<file path="src/rtl/cla_serial_wide_adder_ctrl.sv">
// Nibble-serial wide adder: one shared 4-bit CLA adds WIDTH-bit operands over WIDTH/4 cycles.
// Optional subtract mode is enabled by defining CLA_SERIAL_SUB_EN (adds the sub port).

module Look_Ahead_Carry_Adder_4Bit (
  input  logic [3:0] a,
  input  logic [3:0] b,
  input  logic       Cin,
  output logic       Cout,
  output logic [3:0] Sum
);
  logic [3:0] p;
  logic [3:0] g;
  logic [4:0] c;

  assign p    = a ^ b;
  assign g    = a & b;
  assign c[0] = Cin;
  assign c[1] = g[0] | (p[0] & c[0]);
  assign c[2] = g[1] | (p[1] & g[0]) | (p[1] & p[0] & c[0]);
  assign c[3] = g[2] | (p[2] & g[1]) | (p[2] & p[1] & g[0]) | (p[2] & p[1] & p[0] & c[0]);
  assign c[4] = g[3] | (p[3] & g[2]) | (p[3] & p[2] & g[1]) | (p[3] & p[2] & p[1] & g[0])
              | (p[3] & p[2] & p[1] & p[0] & c[0]);
  assign Sum  = p ^ c[3:0];
  assign Cout = c[4];
endmodule

// state | meaning
// IDLE  | waiting for start; sum/cout hold last result
// ADD   | one nibble per cycle through the shared CLA, busy=1
// DONE  | one-cycle done pulse, then back to IDLE
module cla_serial_wide_adder_ctrl #(
  parameter int WIDTH = 16
) (
  input  logic             clk,
  input  logic             rst,
  input  logic             start,
  input  logic [WIDTH-1:0] a,
  input  logic [WIDTH-1:0] b,
  input  logic             cin,
`ifdef CLA_SERIAL_SUB_EN
  input  logic             sub,
`endif
  output logic             busy,
  output logic             done,
  output logic [WIDTH-1:0] sum,
  output logic             cout
);
  localparam int N     = WIDTH / 4;
  localparam int CNT_W = $clog2(N) + 1;
  localparam logic [CNT_W-1:0] LAST = CNT_W'(N - 1);

  typedef enum logic [1:0] {
    S_IDLE,
    S_ADD,
    S_DONE
  } state_t;

  state_t           state_q, state_d;
  logic [WIDTH-1:0] opa_q, opa_d;
  logic [WIDTH-1:0] opb_q, opb_d;
  logic [WIDTH-1:0] sum_q, sum_d;
  logic             carry_q, carry_d;
  logic             cout_q, cout_d;
  logic [CNT_W-1:0] cnt_q, cnt_d;

  logic [3:0]       cla_sum;
  logic             cla_cout;
  logic [WIDTH+3:0] sum_cat;

  Look_Ahead_Carry_Adder_4Bit u_cla (
    .a    (opa_q[3:0]),
    .b    (opb_q[3:0]),
    .Cin  (carry_q),
    .Cout (cla_cout),
    .Sum  (cla_sum)
  );

  // New nibble enters at the top; after N shifts the result is aligned.
  assign sum_cat = {cla_sum, sum_q};

  always_comb begin
    state_d = state_q;
    opa_d   = opa_q;
    opb_d   = opb_q;
    sum_d   = sum_q;
    carry_d = carry_q;
    cout_d  = cout_q;
    cnt_d   = cnt_q;
    case (state_q)
      S_IDLE: begin
        if (start) begin
          opa_d   = a;
          opb_d   = b;
          carry_d = cin;
`ifdef CLA_SERIAL_SUB_EN
          if (sub) begin
            opb_d   = ~b;
            carry_d = 1'b1;
          end
`endif
          sum_d   = '0;
          cout_d  = 1'b0;
          cnt_d   = '0;
          state_d = S_ADD;
        end
      end
      S_ADD: begin
        sum_d   = sum_cat[WIDTH+3:4];
        opa_d   = opa_q >> 4;
        opb_d   = opb_q >> 4;
        carry_d = cla_cout;
        cnt_d   = cnt_q + CNT_W'(1);
        if (cnt_q == LAST) begin
          cout_d  = cla_cout;
          state_d = S_DONE;
        end
      end
      S_DONE: begin
        state_d = S_IDLE;
      end
      default: begin
        state_d = S_IDLE;
      end
    endcase
  end

  always_ff @(posedge clk) begin
    if (rst) begin
      state_q <= S_IDLE;
      opa_q   <= '0;
      opb_q   <= '0;
      sum_q   <= '0;
      carry_q <= 1'b0;
      cout_q  <= 1'b0;
      cnt_q   <= '0;
    end else begin
      state_q <= state_d;
      opa_q   <= opa_d;
      opb_q   <= opb_d;
      sum_q   <= sum_d;
      carry_q <= carry_d;
      cout_q  <= cout_d;
      cnt_q   <= cnt_d;
    end
  end

  assign busy = (state_q == S_ADD);
  assign done = (state_q == S_DONE);
  assign sum  = sum_q;
  assign cout = cout_q;
endmodule

</file>
<file path="config.mk">
export PLATFORM = sky130hd
export DESIGN_NAME = cla_serial_wide_adder_ctrl
export DESIGN_NICKNAME = d
export VERILOG_FILES = /design/src/rtl/cla_serial_wide_adder_ctrl.sv
export SDC_FILE = /design/constraint.sdc
export NUM_CORES = 1
export LEC_CHECK = 0
export ABC_AREA = 1
export ABC_CLOCK_PERIOD_IN_PS = 3700
export CAP_MARGIN = 5
export CORE_MARGIN = 8
export CORE_UTILIZATION = 53
export DETAILED_ROUTE_END_ITERATION = 6
export HOLD_SLACK_MARGIN = 0.02
export MAX_ROUTING_LAYER = met4
export PLACE_DENSITY_LB_ADDON = 0.08
export REMOVE_ABC_BUFFERS = 1
export SETUP_SLACK_MARGIN = 0.02
export SYNTH_ARGS = -nofsm -noshare
export SYNTH_HDL_FRONTEND = slang
export SYNTH_SLANG_ARGS = --single-unit
export TNS_END_PERCENT = 1
</file>
<file path="constraint.sdc">
create_clock -name clk -period 3.7 [get_ports clk]
set_clock_uncertainty 0.1 [all_clocks]
set_input_delay 0.74 -clock clk [delete_from_list [all_inputs] [get_ports clk]]
set_output_delay 0.74 -clock clk [all_outputs]
set_load 0.03 [all_outputs]
</file>
# == Word-level counts from Yosys, hierarchy flattened ==
# Index checks and enable logic that the tools add are counted.
# op_classes
add_sub_neg,1
n_mul,0
div_mod_pow,0
magnitude_cmp,0
eq_ne,5
shift,0
muxes,16
bitwise,29
reduce_logical,5
# op_table
cell,n
16-bit one-hot mux with 2 select lines,3
16-bit 2-to-1 mux,3
1-bit bitwise AND,16
1-bit bitwise OR,10
4-bit bitwise XOR,2
3-bit one-hot mux with 2 select lines,1
4-bit bitwise AND,1
2-bit 2-to-1 mux,2
1-bit one-hot mux with 2 select lines,2
2-bit one-hot mux with 2 select lines,1
2-bit AND reduction,2
3-bit by 1-bit adder with 3-bit output (second input constant),1
3-bit by 2-bit == test with 1-bit output (second input constant),1
1-bit 2-to-1 mux,3
3-bit 2-to-1 mux,1
3-bit AND reduction,1
2-bit by 1-bit == test with 1-bit output (second input constant),1
2-bit == test (second input constant),1
2-bit logical NOT,1
2-bit by 1-bit != test with 1-bit output (second input constant),1
2-bit != test (second input constant),1
2-bit nonzero test,1
# totals
reg_bits,55
latchBits,0
ram_bits,0
rom_bits,0
input_bits,36
word_cells,63
mem_count,0

# == Depth between registers and ports, before layout ==
# Gate-level depths: netlist of run 1.
# depth
depth_word,8
ltp_mapped,8
mapped_depth_nobuf,8

# == Hierarchy ==
# From an unflattened synthesis of run 1, not the netlist that was laid out.
# unflattened
hier_cells,360
area_unflattened_um2,2533.7
# by_module_without_submodules
mod,instances,cells_per_inst,area_per_inst_um2,seq_area_each_um2
cla_serial_wide_adder_ctrl,1,329,2344.7,1101.1
Look_Ahead_Carry_Adder_4Bit,1,31,188.9,0.0

# == Worst setup path after synthesis of run 1 ==
# Ideal clock, no wire load.
# synth_path
path_kind,flip-flop to output port
from,register state_q[0]
to,output port busy
arrival_time_ps,871
t_required_ps,2860
slack_ps,1989
stages_incl_launch_ff,4
cell_sequence,dfxtp_1 > nand2_4 > inv_2 > buf_2
# synth_between
elab_chain_cells,1
# synth_lines
item,line,rtl
from (decl),58,"state_t state_q, state_d;"
from (signal assigned),137,state_q <= state_d;
2-bit by 1-bit == test with 1-bit output,147,assign busy = (state_q == S_ADD);
to (decl),43,"output logic busy,"
# Every way passes these cells.

# == Worst setup path in the final report of run 1 ==
# layout_path
from,register state_q[1]
to,output port done
# layout_between
elab_chain_cells,1
# layout_lines
item,line,rtl
2-bit == test,148,assign done = (state_q == S_DONE);
to (decl),44,"output logic done,"
# Every way passes these cells.

==> impl_metrics.ini, run 1 <==
[worst_setup_path]
slowest_delay_ns = 0.68
crit_family = buffers and inverters
crit_chain = inv_1 > nor2_1 > clkdlybuf4s50_1
r2r_setup_slack_ns = 1.78
critPathKind = reg2out
cp.required_ns = 2.86
crit_path_max_fanout = 3
setup.worst_path.start = state_q[1]$_SDFFE_PP0P_
cp_slowest_cell = clkdlybuf4s50_1
end_kind = output pin
critPathLaunchType = flop
crit_buf_inv = 2
crit_arrival_ns = 1.59
r2r_start = state_q[1]$_SDFFE_PP0P_

[clock_tree]
clk_pin_slew_worst_paths_ns = 0.09
insertion_delay_ns = 0.31
post-cts-setup-buffers = 0
clock_sinks = 55
cts_max_level = 2
cts_root_buf = clkbuf_8
cts_resized = 0
cts_made_buffers = 5
clk_path_buf_depth = 2
cts_tree = yes
cts_hold_buf = 0

[pwr]
p_per_area_nw_per_um2 = 433.3
cellLeakagePower_uw = 0.001193
vdd_ir_drop_max_mv = 0.2600
p_total_uw = 1306

[sta]
rsz0062_at_grt = false
fmax_mhz = 412.3
hold_viol = 0
tightest_slew_ns = 0.6533
period_minus_slack_ns = 2.426
maxSlewHeadroom = 0.5640
drv_slew = 0
fin_setup_tns_ns = 0
period_share = 0.6555
setup_viol = 0

[floorplanning]
rows = 24
die_w_um = 83.47
dieArea_um2 = 6966
initial_core_util = 0.5502
ioPinCount = 55
coreArea_um2 = 4384
die_y_um = 83.47

[cells_and_area]
nFillCells = 374
num_antenna_cells = 0
syn_to_final_growth_pct = 24.90
drive_gt1_frac = 0.04857
nets = 393

[logic_synthesis]
avgSynthCellArea_um2 = 7.909
yosysWarnings = 0
yosysUniqueCellTypes = 25
ys_ff_latch = 55
ys_seq_area_frac = 0.4564
syn-instance-count = 305
syn-cell-area_um2 = 2412

[flow_run]
maxCapViolCount = 0

[global_routing]
grt_remaining_overflow = 0
antenna_found_initial = 0
grt_use_total = 0.1626
grt_pass1_wl_um = 9156
grt_max_degree = 45
grt_pass1_vias = 1933

[placement]
place_congestion = 0.7909
io_buffers = 54
dp_hpwl_um = 3534

[routing]
vias = 2094
ant_nets = 0
drtIter0Drc = 160
via_per_inst = 5.209
drc = 0
dr.pass1.iters = 4
wl_per_cell_um = 13.26
routed_wl_um = 5330

[hold_path]
worstHoldStart = opa_q[5]$_SDFFE_PP0P_
hold_path_class = reg2reg

[status]
status = finished clean
==> logic make-up (layout without fill, tap and decap cells) <==
kind of cell	Yosys count	count (layout)	share of synthesized area
compound gates	89	89	0.2132
simple gates	111	111	0.1976
flops	55	55	0.4564
buf+inv	42	87	0.08817
fa+ha+maj	8	8	0.04460
==> layer usage <==
metal  vias up  global-route usage  wire, um
li1       1115                   -         -
met1       923              0.1938      2431
met2        46              0.2539      2580
met3        10             0.04980       235
met4         0             0.05651        82
met5         -                   -         0
==> metrics by stage <==
stage               utilization  cell area (um^2)  hold slack, ns  std cells  setup WS (ns)
global placement         0.6644              2913          0.3327        394          1.219
CTS                      0.6872              3013          0.3520        402          1.249
floorplan                     -              2285          0.3256        285          1.750
finish                   0.6872              3013          0.3505        402          1.274
global route             0.6872              3013          0.3776        402          1.175
detailed placement       0.6644              2913          0.3385        394          1.187
==> layout make-up <==
type / count / area (um^2) / share of cell area
well taps: 52 / 65.06 / 0.02159
clock buffers: 8 / 100.1 / 0.03322
inverters: 22 / 85.08 / 0.02824
flip-flops and latches: 55 / 1101 / 0.3654
multi-input cells: 208 / 1099 / 0.3646
repair buffers: 57 / 563.0 / 0.1869
==> path summary, 6_finish.rpt <==
check / endpoint / cells after the start
min: opa_q[5]$_SDFFE_PP0P_ / 2
min reg2reg: opa_q[5]$_SDFFE_PP0P_ / 2
max: done / 3
max reg2reg: opa_q[6]$_SDFFE_PP0P_ / 7
==> flip-flops by register name, summed over array words and instances (netlist names) <==
name and count:
sum 16, cout 1, opb_q 16, state_q 2, cnt_q 3, opa_q 16, carry_q 1
==> cells in the mapped netlist, drive strengths merged <==
| cell type | instances | area [um^2] |
|---|---|---|
| nand4 | 1 | 6.260 |
| ha | 7 | 87.58 |
| a21oi | 21 | 105.1 |
| a31oi | 20 | 125.1 |
| inv | 22 | 85.08 |
| dfxtp | 55 | 1101 |
| a22oi | 14 | 110.1 |
| nor2 | 19 | 78.82 |
| nand2 | 76 | 316.5 |
| nand3 | 15 | 75.07 |
| buf | 16 | 112.6 |
| o32ai | 1 | 8.760 |
| o21ai | 33 | 165.2 |
| clkbuf | 4 | 15.01 |
| fa | 1 | 20.02 |
==> power by group <==
part           switching (uW)  total [uW]  internal, uW
clock                     187         358           171
sequential               31.1         673           642
combinational             163         274           111
==> cell usage in the layout (no fill, tap or decap), types with 13 or more instances in the layout <==
cell type / count
nand2_1: 73
dfxtp_1: 55
clkdlybuf4s50_1: 54
o21ai_0: 25
a21oi_1: 21
inv_1: 20
a31oi_1: 20
nor2_1: 18
nand3_1: 15
a22oi_1: 13
==> worst register-to-register path, stage by stage (launching register included) <==
cell and delay (ns):
dfxtp_1 0.40, inv_1 0.10, nand2_4 0.09, buf_4 0.31, nand2_8 0.23, inv_4 0.34
o21ai_0 0.15, a21oi_1 0.14
(Power assumes the default switching activity.)
==> run 2, diff against run 1 <==
- ABC_CLOCK_PERIOD_IN_PS: 3700 -> 2200
- CORE_UTILIZATION: 53 -> 45
- clock period: 3.7 -> 2.2 ns (I/O delays scaled with it)
==> run 2 against run 1 <==
  * Utilization decreased by 8.7 points
  * Final area increased by 2.4%
  * Routed wire length decreased by 1.6%
  * Sequential share of layout area decreased by 0.85 points
  * Cell count increased by 5.2%
  * Non-clock buffer count increased by 4
  * Register-to-register slack got worse by 1.3 ns
  * Via count increased by 0.29%
  * Global-route usage decreased by 2.2 points
  * Clock power increased by 81%
  * Critical endpoint is now busy
  * Largest power group unchanged
==> impl_metrics.ini, run 2 (synthesis results as in run 1) <==
[status]
status = finished clean

[routing]
drtIter0Drc = 103
dr.pass1.iters = 4
wl_per_cell_um = 12.40
ant_nets = 0
drc = 0
via_per_inst = 4.965
vias = 2100
routed_wl_um = 5244

[worst_setup_path]
crit_cells = 3
critPathKind = reg2out
end_kind = output pin
r2r_start = state_q[0]$_SDFFE_PP0P_
crit_family = buffers and inverters
crit_chain = nand2_4 > inv_2 > buf_4
r2r_end = opb_q[2]$_SDFFE_PP0P_
critPathLaunchType = flop
worstRegToRegCells = 5
crit_buf_inv = 2
r2r_setup_slack_ns = 0.51
cp_slowest_cell = dfxtp_1
slowest_delay_ns = 0.45
cp.required_ns = 1.66
critPathCapture = busy
crit_path_max_fanout = 19
crit_arrival_ns = 1.46
setup.worst_path.start = state_q[0]$_SDFFE_PP0P_

[cells_and_area]
drive_gt1_frac = 0.06232
multi_input_area_um2 = 1099
seq_area_um2 = 1101
nets = 397
final_common_cell = nand2_1
layout_common_cells = nand2_1 (73), dfxtp_1 (55), clkdlybuf4s50_1 (52)
nFillCells = 549
num_antenna_cells = 0
syn_to_final_growth_pct = 27.85

[floorplanning]
coreArea_um2 = 5140
die_w_um = 89.22
dieArea_um2 = 7959
die_y_um = 89.22
initial_core_util = 0.4693
ioPinCount = 55
rows = 26

[clock_tree]
insertion_delay_ns = 0.30
clk_path_buf_depth = 2
clock_sinks = 55
clk_pin_slew_worst_paths_ns = 0.10
cts_made_buffers = 5
cts_tree = yes
cts_root_buf = clkbuf_8
post-cts-setup-buffers = 0
cts_max_level = 2

[hold_path]
hold_path_class = reg2reg

[placement]
dpl_worst_slack_ns = 0.3641
io_buffers = 54
dp_hpwl_um = 3772
place_congestion = 0.7464

[pwr]
vdd_ir_drop_max_mv = 0.4284
p_per_area_nw_per_um2 = 731.0
cellLeakagePower_uw = 0.001234

[sta]
maxSlewHeadroom = 0.7571
fin_setup_tns_ns = 0
rsz0062_at_grt = false
fin_ws_ns = 0.2013
whs_ns = 0.3460
hold_viol = 0
setup_viol = 0
tightest_slew_ns = 0.3638
fmax_mhz = 500.3
drv_slew = 0
period_minus_slack_ns = 1.999
period_share = 0.9085

[global_routing]
grt_use_total = 0.1411
grt_remaining_overflow = 0
grt_pass1_vias = 1982
grt_pass1_wl_um = 8783
grt_max_degree = 44
antenna_found_initial = 0

[flow_run]
maxCapViolCount = 0
==> run 2: metal layers <==
metal	global-route usage	routed length [um]	vias to the layer above
li1	-	-	1123
met1	0.1711	2592	934
met2	0.2316	2439	38
met3	0.02757	157	5
met4	0.04079	55	0
met5	-	0	-
==> run 2: area by class of cell <==
| cell class | instances | share of cell area |
|---|---|---|
| sequential | 55 | 0.3570 |
| multi-input combinational | 208 | 0.3562 |
| timing repair buffer | 61 | 0.1963 |
| tap | 70 | 0.02840 |
| inverter | 22 | 0.02759 |
| clock buffer | 5 | 0.02231 |
| clock inverter | 2 | 0.01217 |
==> run 2: per-stage QoR <==
step           instance area [um^2]    util  power, uW  cells
2_1_floorplan                  2285       -       1435    285
3_3_place_gp                   2975  0.5789       1626    416
3_5_place_dp                   2975  0.5789       1635    416
4_1_cts                        3082  0.5996       2284    423
5_1_grt                        3084  0.6000       2381    423
6_report                       3084  0.6000       2255    423
==> run 2: worst min-delay path by stage <==
stage / startpoint / end / slack, ns / cells after the start
after floorplan: opa_q[4]$_SDFFE_PP0P_ / opa_q[4]$_SDFFE_PP0P_ / 0.33 / 2
after global placement: opa_q[4]$_SDFFE_PP0P_ / opa_q[4]$_SDFFE_PP0P_ / 0.33 / 2
after detailed placement: opa_q[4]$_SDFFE_PP0P_ / opa_q[4]$_SDFFE_PP0P_ / 0.34 / 2
after CTS: opa_q[4]$_SDFFE_PP0P_ / opa_q[4]$_SDFFE_PP0P_ / 0.35 / 2
after global routing: opa_q[4]$_SDFFE_PP0P_ / opa_q[4]$_SDFFE_PP0P_ / 0.38 / 2
final: opa_q[4]$_SDFFE_PP0P_ / opa_q[4]$_SDFFE_PP0P_ / 0.35 / 2
==> run 2: power breakdown <==
part / switching, uW / internal, uW
logic: 276 / 200
clock network: 314 / 333
registers: 51.2 / 1080
==> run 2: timing repair <==
item                                    in CTS  in global routing
endpoints found under the setup margin       0                  1
gates resized for setup                      0                  1
hold buffers                                 0                  0
hold endpoints to repair                     0                  0
==> run 2: worst reg2reg max path, stage by stage, from the launching register on <==
cell     delay [ns]
dfxtp_1        0.45
nand2_4        0.15
inv_2          0.32
buf_4          0.35
nand2_1        0.09
a31oi_1        0.16
